`config.mk`:
```
export PLATFORM = sky130hd
export DESIGN_NAME = rr_arb4_flat
export DESIGN_NICKNAME = d
export VERILOG_FILES = /design/src/rtl/rr_arb4_if.sv /design/src/rtl/rr_arb4.sv /design/src/flat_wrapper.sv
export SDC_FILE = /design/constraint.sdc
export NUM_CORES = 1
export LEC_CHECK = 0
export ABC_AREA = 0
export BUFFER_PORTS_ARGS = -buffer_cell sky130_fd_sc_hd__buf_2
export CORE_AREA = 2 2 39 41
export DETAILED_ROUTE_END_ITERATION = 8
export DIE_AREA = 0 0 41 43
export GPL_ROUTABILITY_DRIVEN = 0
export PLACE_DENSITY_LB_ADDON = 0.2
export SETUP_SLACK_MARGIN = 0.4
export SLEW_MARGIN = 20
export SYNTH_ARGS = -nofsm -noshare
export SYNTH_HDL_FRONTEND = slang
export SYNTH_SLANG_ARGS = --single-unit
```
`constraint.sdc`:
```
create_clock -name clk -period 2.89 [get_ports clk]
set_clock_uncertainty 0.05 [all_clocks]
set_input_delay 0.289 -clock clk [delete_from_list [all_inputs] [get_ports clk]]
set_output_delay 0.289 -clock clk [all_outputs]
set_load 0.02 [all_outputs]
```
`src/rtl/rr_arb4_if.sv`:
```
// Handshake bundle between four requesters and the round-robin arbiter.
// Requesters drive en/req, and the arbiter returns the registered grant outputs.
interface rr_arb4_if;
  logic       en;
  logic [3:0] req;
  logic [3:0] gnt;
  logic [1:0] gnt_id;
  logic       gnt_vld;
  logic       to_pulse;

  modport master (output en, req, input gnt, gnt_id, gnt_vld, to_pulse);
  modport slave  (input en, req, output gnt, gnt_id, gnt_vld, to_pulse);
endinterface

```
`src/rtl/rr_arb4.sv`:
```
// Four-way round-robin arbiter with a one-cycle registered grant. An owner keeps the grant until it drops req.
// A grant always passes through IDLE. Optional hold timeout under RR_ARB4_TIMEOUT_EN.
module rr_arb4 #(
  parameter int HOLD_MAX = 16
) (
  input  logic   clk,
  input  logic   rst_n,
  rr_arb4_if.slave bus
);

  if (HOLD_MAX < 2 || HOLD_MAX > 255) begin : g_bad_hold_max
    $error("rr_arb4: HOLD_MAX out of range 2..255");
  end

  typedef enum logic {IDLE = 1'b0, OWN = 1'b1} state_t;

  state_t     state_q, state_d;
  logic [1:0] id_q, id_d;
  logic [1:0] last_q, last_d;
  logic       hold_expired;
  logic       revoke;
  logic [3:0] gnt_q, gnt_d;
  logic       vld_q, vld_d;
  logic       pulse_d;

  // Rotated search: the first set bit at last+1, last+2, last+3, last+4 (mod 4).
  function automatic logic [1:0] rr_pick(input logic [1:0] last, input logic [3:0] r);
    logic [1:0] pick;
    logic [1:0] cand;
    logic       found;
    pick  = 2'd0;
    found = 1'b0;
    for (int k = 1; k <= 4; k++) begin
      cand = last + 2'(k);
      if (!found && r[cand]) begin
        pick  = cand;
        found = 1'b1;
      end
    end
    return pick;
  endfunction

`ifdef RR_ARB4_TIMEOUT_EN
  logic [7:0] hold_q, hold_d;

  assign hold_expired = (hold_q == 8'(HOLD_MAX - 1));
  // The counter clears on any cycle that does not continue the current ownership.
  assign hold_d = (state_q == OWN && state_d == OWN) ? hold_q + 8'd1 : 8'd0;

  always_ff @(posedge clk or negedge rst_n) begin
    if (!rst_n) hold_q <= 8'd0;
    else        hold_q <= hold_d;
  end
`else
  assign hold_expired = 1'b0;
`endif

  always_ff @(posedge clk or negedge rst_n) begin
    if (!rst_n) begin
      state_q <= IDLE;
      id_q    <= 2'b00;
      last_q  <= 2'b11;
      gnt_q   <= 4'b0000;
      vld_q   <= 1'b0;
    end else begin
      state_q <= state_d;
      id_q    <= id_d;
      last_q  <= last_d;
      gnt_q   <= gnt_d;
      vld_q   <= vld_d;
    end
  end

  always_comb begin
    state_d = state_q;
    id_d    = id_q;
    last_d  = last_q;
    revoke  = 1'b0;
    case (state_q)
      IDLE: begin
        if (bus.en && (bus.req != 4'b0000)) begin
          state_d = OWN;
          id_d    = rr_pick(last_q, bus.req);
        end
      end
      OWN: begin
        // A voluntary release wins over a timeout that expires on the same edge.
        if (!bus.req[id_q]) begin
          state_d = IDLE;
          last_d  = id_q;
        end else if (hold_expired) begin
          state_d = IDLE;
          last_d  = id_q;
          revoke  = 1'b1;
        end
      end
      default: state_d = IDLE;
    endcase
  end

  always_comb begin
    gnt_d   = 4'b0000;
    vld_d   = 1'b0;
    pulse_d = revoke;
    if (state_d == OWN) begin
      gnt_d = 4'b0001 << id_d;
      vld_d = 1'b1;
    end
  end

`ifdef RR_ARB4_TIMEOUT_EN
  logic pulse_q;

  always_ff @(posedge clk or negedge rst_n) begin
    if (!rst_n) pulse_q <= 1'b0;
    else        pulse_q <= pulse_d;
  end

  assign bus.to_pulse = pulse_q;
`else
  logic unused_pulse;
  assign unused_pulse = pulse_d;
  assign bus.to_pulse = 1'b0;
`endif

  assign bus.gnt     = gnt_q;
  assign bus.gnt_vld = vld_q;
  assign bus.gnt_id  = id_q;

endmodule

```
`src/flat_wrapper.sv`:
```
// flat-port wrapper written by rule: the top's interface ports become plain ports
module rr_arb4_flat 
#(
  parameter int HOLD_MAX = 16
)
  (clk, rst_n, bus_en, bus_req, bus_gnt, bus_gnt_id, bus_gnt_vld, bus_to_pulse);
  rr_arb4_if bus_i ();
  input  logic clk;
  input  logic rst_n;
  input wire logic [$bits(bus_i.en)-1:0] bus_en;
  input wire logic [$bits(bus_i.req)-1:0] bus_req;
  output wire logic [$bits(bus_i.gnt)-1:0] bus_gnt;
  output wire logic [$bits(bus_i.gnt_id)-1:0] bus_gnt_id;
  output wire logic [$bits(bus_i.gnt_vld)-1:0] bus_gnt_vld;
  output wire logic [$bits(bus_i.to_pulse)-1:0] bus_to_pulse;
  assign bus_i.en = bus_en;
  assign bus_i.req = bus_req;
  assign bus_gnt = bus_i.gnt;
  assign bus_gnt_id = bus_i.gnt_id;
  assign bus_gnt_vld = bus_i.gnt_vld;
  assign bus_to_pulse = bus_i.to_pulse;
  rr_arb4 #(.HOLD_MAX(HOLD_MAX)) u_core (.clk(clk), .rst_n(rst_n), .bus(bus_i));
endmodule
```
==> results.sh, run 1 <==
export IMPL_synthAdderAreaFrac=0
export IMPL_hold_buffers=1
export IMPL_layout_setup_ws_ns=1.355
export IMPL_grt_pass1_vias=442
export IMPL_synth_xor_area_frac=0
export IMPL_drt_iter0_drc=8
export IMPL_clock_fmax_mhz=651.6
export IMPL_cap_violations=0
export IMPL_finalCritPeriodShare=0.5310
export IMPL_startpoint_type="register"
export IMPL_globalRouteOverflowTotal=0
export IMPL_cts_resized=0
export IMPL_grt_usage=0.1585
export IMPL_synth_mux_area_fraction=0.07500
export IMPL_fin_nets=76
export IMPL_cts_root_buf="clkbuf_4"
export IMPL_synth_seq_cells=9
export IMPL_vias=424
export IMPL_synthTopCellsByArea="dfrtp_1 (32%), dfstp_2 (9.5%), nand2b_1 (5.7%)"
export IMPL_p_leak_uw=0.0003160
export IMPL_ys_seq_area_frac=0.4136
export IMPL_htree_levels=1
export IMPL_insertion_delay_ns=0.26
export IMPL_num_antenna_cells=0
export IMPL_synth_top_family_by_area="simple AND/OR/NAND/NOR gates"
export IMPL_synthCells=52
export IMPL_placed_cells=79
export IMPL_clockBufferDepth=2
export IMPL_drc_errors=0
export IMPL_ys_types=27
export IMPL_finalSetupViolCount=0
export IMPL_wl_mm=1.055
export IMPL_synth_nets=59
export IMPL_grt_antenna_before_repair=0
export IMPL_layout_drive_gt1_share=0.3971
export IMPL_cp_arrival_ns=1.64
export IMPL_numCtsBuffers=3
export IMPL_worst_setup_path_end_kind="register"
export IMPL_r2r_slack_ns=1.36
export IMPL_synth_top_area_frac=0.3182
export IMPL_chipHeight_um=43
export IMPL_path_clk_slew_ns=0.06
export IMPL_synth_area_um2=550.5
export IMPL_holdCritPathClass="input port to async pin"
export IMPL_slew_violations=0
export IMPL_clock_sinks=9
export IMPL_timing_final_hold_violations=0
export IMPL_crit_type="register to register"
export IMPL_vias_per_cell=5.048
export IMPL_portBuffers=13
export IMPL_wl_per_cell_um=12.56
export IMPL_power_density_nw_per_um2=996.9
export IMPL_post_cts_buffers=0
export IMPL_grt_max_degree=10
export IMPL_yosys_area_share_simple=0.2386
export IMPL_min_period_ns=1.535
export IMPL_post_place_ws_ns=1.364
export IMPL_finalPower_uw=651.1
export IMPL_die_area_um2=1763
export IMPL_synth_compound_area_frac=0.2250
export IMPL_stdcell_count=84
export IMPL_ioPinCount=15
export IMPL_synth_warnings=0
export IMPL_r2r_start="u_core.last_q[0]"
export IMPL_die_w_um=41
export IMPL_rsz0062_at_grt="no"
export IMPL_firstDrtPassIters=2
export IMPL_floorplan_initialDensity=0.3978
export IMPL_ir_drop_uv=507.2
export IMPL_synth_area_per_cell_um2=10.59
export IMPL_outcome="completed"
export IMPL_core_area_um2=1384
export IMPL_layout_commonest_cell="buf_2"
export IMPL_final_cell_mix="buf_2 (13), dfrtp_1 (7), nor2_1 (6), nand2b_1 (5), a21oi_1 (4)"
export IMPL_num_rows=14
export IMPL_startpoint="u_core.last_q[0]"
export IMPL_critPathMaxFanout=8
export IMPL_ant_nets=0
export IMPL_syn2layout_area_growth_pct=18.64
export IMPL_cts_tree="built"
export IMPL_post_synth_top_area_cell="dfrtp_1"
export IMPL_grt_pass1_wl_mm=1.835
export IMPL_cp_required_ns=2.99
export IMPL_setup_tns_final_ns=0
## synth_stat cells (all sizes together)
| cell | number |
|---|---|
| inv | 1 |
| conb | 1 |
| nor2 | 7 |
| dfstp | 2 |
| mux2 | 1 |
| nor2b | 4 |
| o41ai | 1 |
| o221a | 1 |
| dfrtp | 7 |
| a21oi | 5 |
| mux2i | 3 |
| o22ai | 2 |
| o21bai | 1 |
| o32a | 1 |
| and3b | 1 |
| nand2b | 7 |
| a21boi | 1 |
| a21o | 1 |
| buf | 2 |
| a22oi | 1 |
| nand2 | 2 |
## final timing paths
check                                        to  depth (start not counted)
max                           u_core.bus.gnt[2]                          5
min                           u_core.bus.gnt[3]                          2
max reg2reg                   u_core.bus.gnt[2]                          5
min reg2reg                    u_core.last_q[1]                          2
max in group asynchronous      u_core.last_q[0]                          2
min in group clk           u_core.bus.gnt_id[1]                          5
## routing by layer
metal | part of all wire | GRT usage | wire [µm]
met5 | 0 | 0 | 0
met4 | 0.025 | 0.08000 | 26
met3 | 0.036 | 0.05236 | 38
met2 | 0.49 | 0.2281 | 521
met1 | 0.44 | 0.2048 | 469
## stage by stage
step / hold slack, ns / instance area (µm²) / util
2_1_floorplan: -0.05659 / 550.5 / -
3_3_place_gp: 0.09534 / 616.8 / 0.4458
3_5_place_dp: 0.1024 / 616.8 / 0.4458
4_1_cts: 0.3658 / 653.1 / 0.4720
6_report: 0.3533 / 653.1 / 0.4720
5_1_grt: 0.3702 / 653.1 / 0.4720
## power by group
part / leakage (µW) / total [µW] / internal (µW) / switching, µW
sequential: 0.000110 / 236 / 185 / 50.9
combinational: 0.000191 / 320 / 149 / 170
clock: 0.0000150 / 95.8 / 53.1 / 42.6
## sequential cells by signal, summed over array words and instances (netlist names)
signal / flops
u_core.last_q: 2
u_core.state_q: 1
u_core.bus.gnt_id: 2
u_core.bus.gnt: 4
## kinds of logic (layout without fill, tap and decap cells)
kind of cell           count (synthesis)  count (layout)
buffers and inverters                  3              19
AOI/OAI and AO/OA                     14              14
muxes                                  4               4
DFF                                    9               9
other                                  1               1
and+or+nand+nor                       21              21
## final cells by class
class                      instances  area (µm²)
inverter                           1       3.754
fill                             144       730.7
clock buffer                       4       26.28
sequential                         9       227.7
multi-input combinational         40       300.3
tap                               16       20.02
timing repair buffer              14       75.07
## worst max-delay path, cell delays in order, from the launching register on
cell     delay [ns]
dfstp_2        0.58
and3b_1        0.18
a21oi_1        0.05
o41ai_2        0.23
o22ai_2        0.17
nor2b_2        0.17
No activity file was read; power rests on OpenSTA's default activity.
==> inputs of run 2 (changes only) <==
- ABC_AREA: 0 -> 1
- CORE_AREA: 2 2 39 41 -> not set
- CORE_UTILIZATION: not set -> 51
- DIE_AREA: 0 0 41 43 -> not set
- clock period: 2.89 -> 1.55 ns (I/O delays scaled with it)
==> results.sh, run 2 <==
export IMPL_outcome="finished, violations left"
export IMPL_violations="negative setup slack"
export IMPL_rsz0062_at_grt="yes"
export IMPL_path_clk_slew_ns=0.07
export IMPL_stdcell_count=141
export IMPL_placed_cells=131
export IMPL_ys_flop_type="dfrtp_1"
export IMPL_largest_register_ff_count=4
export IMPL_synth_edf_count=0
export IMPL_layout_commonest_cell="nand2_1"
export IMPL_synth_common_cells="nand2_1 (30), nand3_1 (13), inv_1 (9)"
export IMPL_wl_mm=1.774
export IMPL_synth_area_per_cell_um2=6.824
export IMPL_core_area_um2=1156
export IMPL_post_place_ws_ns=-0.1382
export IMPL_timing_final_hold_violations=0
export IMPL_die_area_um2=1446
export IMPL_synth_most_common_cell="nand2_1"
export IMPL_die_w_um=38.03
export IMPL_insertion_delay_ns=0.27
export IMPL_ys_seq_area_frac=0.3440
export IMPL_portBuffers=13
export IMPL_min_period_ns=1.718
export IMPL_syn2layout_area_growth_pct=45.56
export IMPL_p_leak_uw=0.0005173
export IMPL_holdCritPathClass="input port to async pin"
export IMPL_firstDrtPassIters=4
export IMPL_met1Wirelength_um=773
export IMPL_synthCells=97
export IMPL_fin_nets=135
export IMPL_grt_pass1_vias=632
export IMPL_vias=740
export IMPL_grt_max_degree=10
export IMPL_wl_met2_um=919
export IMPL_num_rows=12
export IMPL_final_cell_mix="nand2_1 (21), buf_2 (12), buf_4 (12), nand2_2 (11), nand3_1 (9)"
export IMPL_fillers=70
export IMPL_finalSetupViolCount=6
export IMPL_clockBufferDepth=2
export IMPL_globalRouteOverflowTotal=0
export IMPL_power_density_nw_per_um2=2380
export IMPL_finalPower_uw=2293
export IMPL_synth_seq_cells=9
export IMPL_layout_drive_gt1_share=0.5118
export IMPL_cts_root_buf="clkbuf_4"
export IMPL_finalCritPeriodShare=1.108
export IMPL_htree_levels=1
export IMPL_cts_tree="built"
export IMPL_startpoint_type="register"
export IMPL_dp_hpwl_mm=1.180
export IMPL_chipHeight_um=38.03
export IMPL_grt_pass1_wl_mm=2.587
export IMPL_synthTopCellsByArea="dfrtp_1 (26%), nand2_1 (17%), nand3_1 (9.8%)"
export IMPL_ant_nets=0
export IMPL_post_synth_top_area_cell="dfrtp_1"
export IMPL_wl_met3_um=70
export IMPL_cap_violations=0
export IMPL_ioPinCount=15
export IMPL_synth_top_area_frac=0.2647
export IMPL_drc_errors=0
export IMPL_vias_per_cell=5.248
export IMPL_grt_usage=0.2655
export IMPL_crit_type="register to register"
export IMPL_synth_warnings=0
export IMPL_floorplan_initialDensity=0.5725
export IMPL_critPathMaxFanout=6
export IMPL_async_flop_share=1.000
export IMPL_grt_antenna_before_repair=0
export IMPL_topRoutingLayerUsed="met4"
export IMPL_synth_nets=104
export IMPL_cp_arrival_ns=1.86
export IMPL_ir_drop_uv=1326
export IMPL_wl_per_cell_um=12.58
export IMPL_synth_area_um2=661.9
export IMPL_drt_iter0_drc=20
export IMPL_num_antenna_cells=0
export IMPL_slew_violations=0
export IMPL_worst_setup_path_end_kind="register"
export IMPL_clock_fmax_mhz=582.2
export IMPL_layout_setup_ws_ns=-0.1677
export IMPL_clock_sinks=9
export IMPL_cp_required_ns=1.69
export IMPL_numCtsBuffers=3
export IMPL_final_util=0.8333
export IMPL_ys_types=20
-- run 2: metrics by stage --
| stage | setup TNS (ns) | area (µm²) | hold WS (ns) |
|---|---|---|---|
| 2_1_floorplan | 0 | 698.2 | -0.1906 |
| 3_3_place_gp | -0.4157 | 829.5 | -0.04170 |
| 3_5_place_dp | -0.6456 | 829.5 | -0.03764 |
| 4_1_cts | -0.6043 | 927.1 | 0.2220 |
| 5_1_grt | -1.182 | 963.4 | 0.2377 |
| 6_report | -0.7987 | 963.4 | 0.2128 |
-- run 2: worst paths after layout --
check	start	endpoint	slack [ns]	depth (start not counted)
max in group asynchronous	rst_n	u_core.last_q[0]	0.99	2
setup reg to reg	u_core.last_q[0]	u_core.bus.gnt[2]	-0.17	11
setup / recovery	u_core.last_q[0]	u_core.bus.gnt[2]	-0.17	11
hold / removal	rst_n	u_core.state_q	0.21	2
min in group clk	bus_en	u_core.state_q	0.27	4
hold reg to reg	u_core.bus.gnt_id[1]	u_core.last_q[1]	0.53	2
-- run 2: routing by layer --
layer  up-vias  GRT usage
li1        369          -
met3         2    0.05814
met4         0     0.1071
met2        27     0.4619
met5         -          0
met1       342     0.3120
-- run 2: layout make-up --
class                   count  area (µm²)  share of cell area
clock buffers               4       26.28             0.02727
inverters                  11       43.79             0.04545
multi-input cells          75       451.7              0.4688
flip-flops and latches      9       230.2              0.2390
well taps                  14       17.52             0.01818
repair buffers             28       193.9              0.2013
-- run 2: cells by family (layout without fill, tap and decap cells) --
| logic type | after synthesis | after routing | synth area share |
|---|---|---|---|
| buf+inv | 13 | 43 | 0.09074 |
| flops | 9 | 9 | 0.3440 |
| simple gates | 62 | 62 | 0.4499 |
| other cells | 1 | 1 | 0.005666 |
| compound gates | 12 | 12 | 0.1096 |
-- run 2: timing repair --
action                                  in CTS  in global routing
resized for setup                           12                  8
endpoints found under the hold margin        9                  0
buffers inserted                             3                  2
pin swaps                                    8                  4
hold buffers                                 1                  0
endpoints found under the setup margin       7                  9
-- run 2: power breakdown --
part	internal [µW]	switching, µW
logic	695	964
registers	359	87.4
clock network	99.3	89.1
-- run 2: critical path, cell delays in order, from the launching register on --
cell	delay [ns]
dfstp_2	0.60
buf_6	0.15
nand2_4	0.06
nand3_4	0.10
nand2_4	0.06
nor2_4	0.14
nand2_1	0.07
nand2_1	0.08
nand3_2	0.08
nand2_2	0.09
nand2_2	0.06
nor2_1	0.10
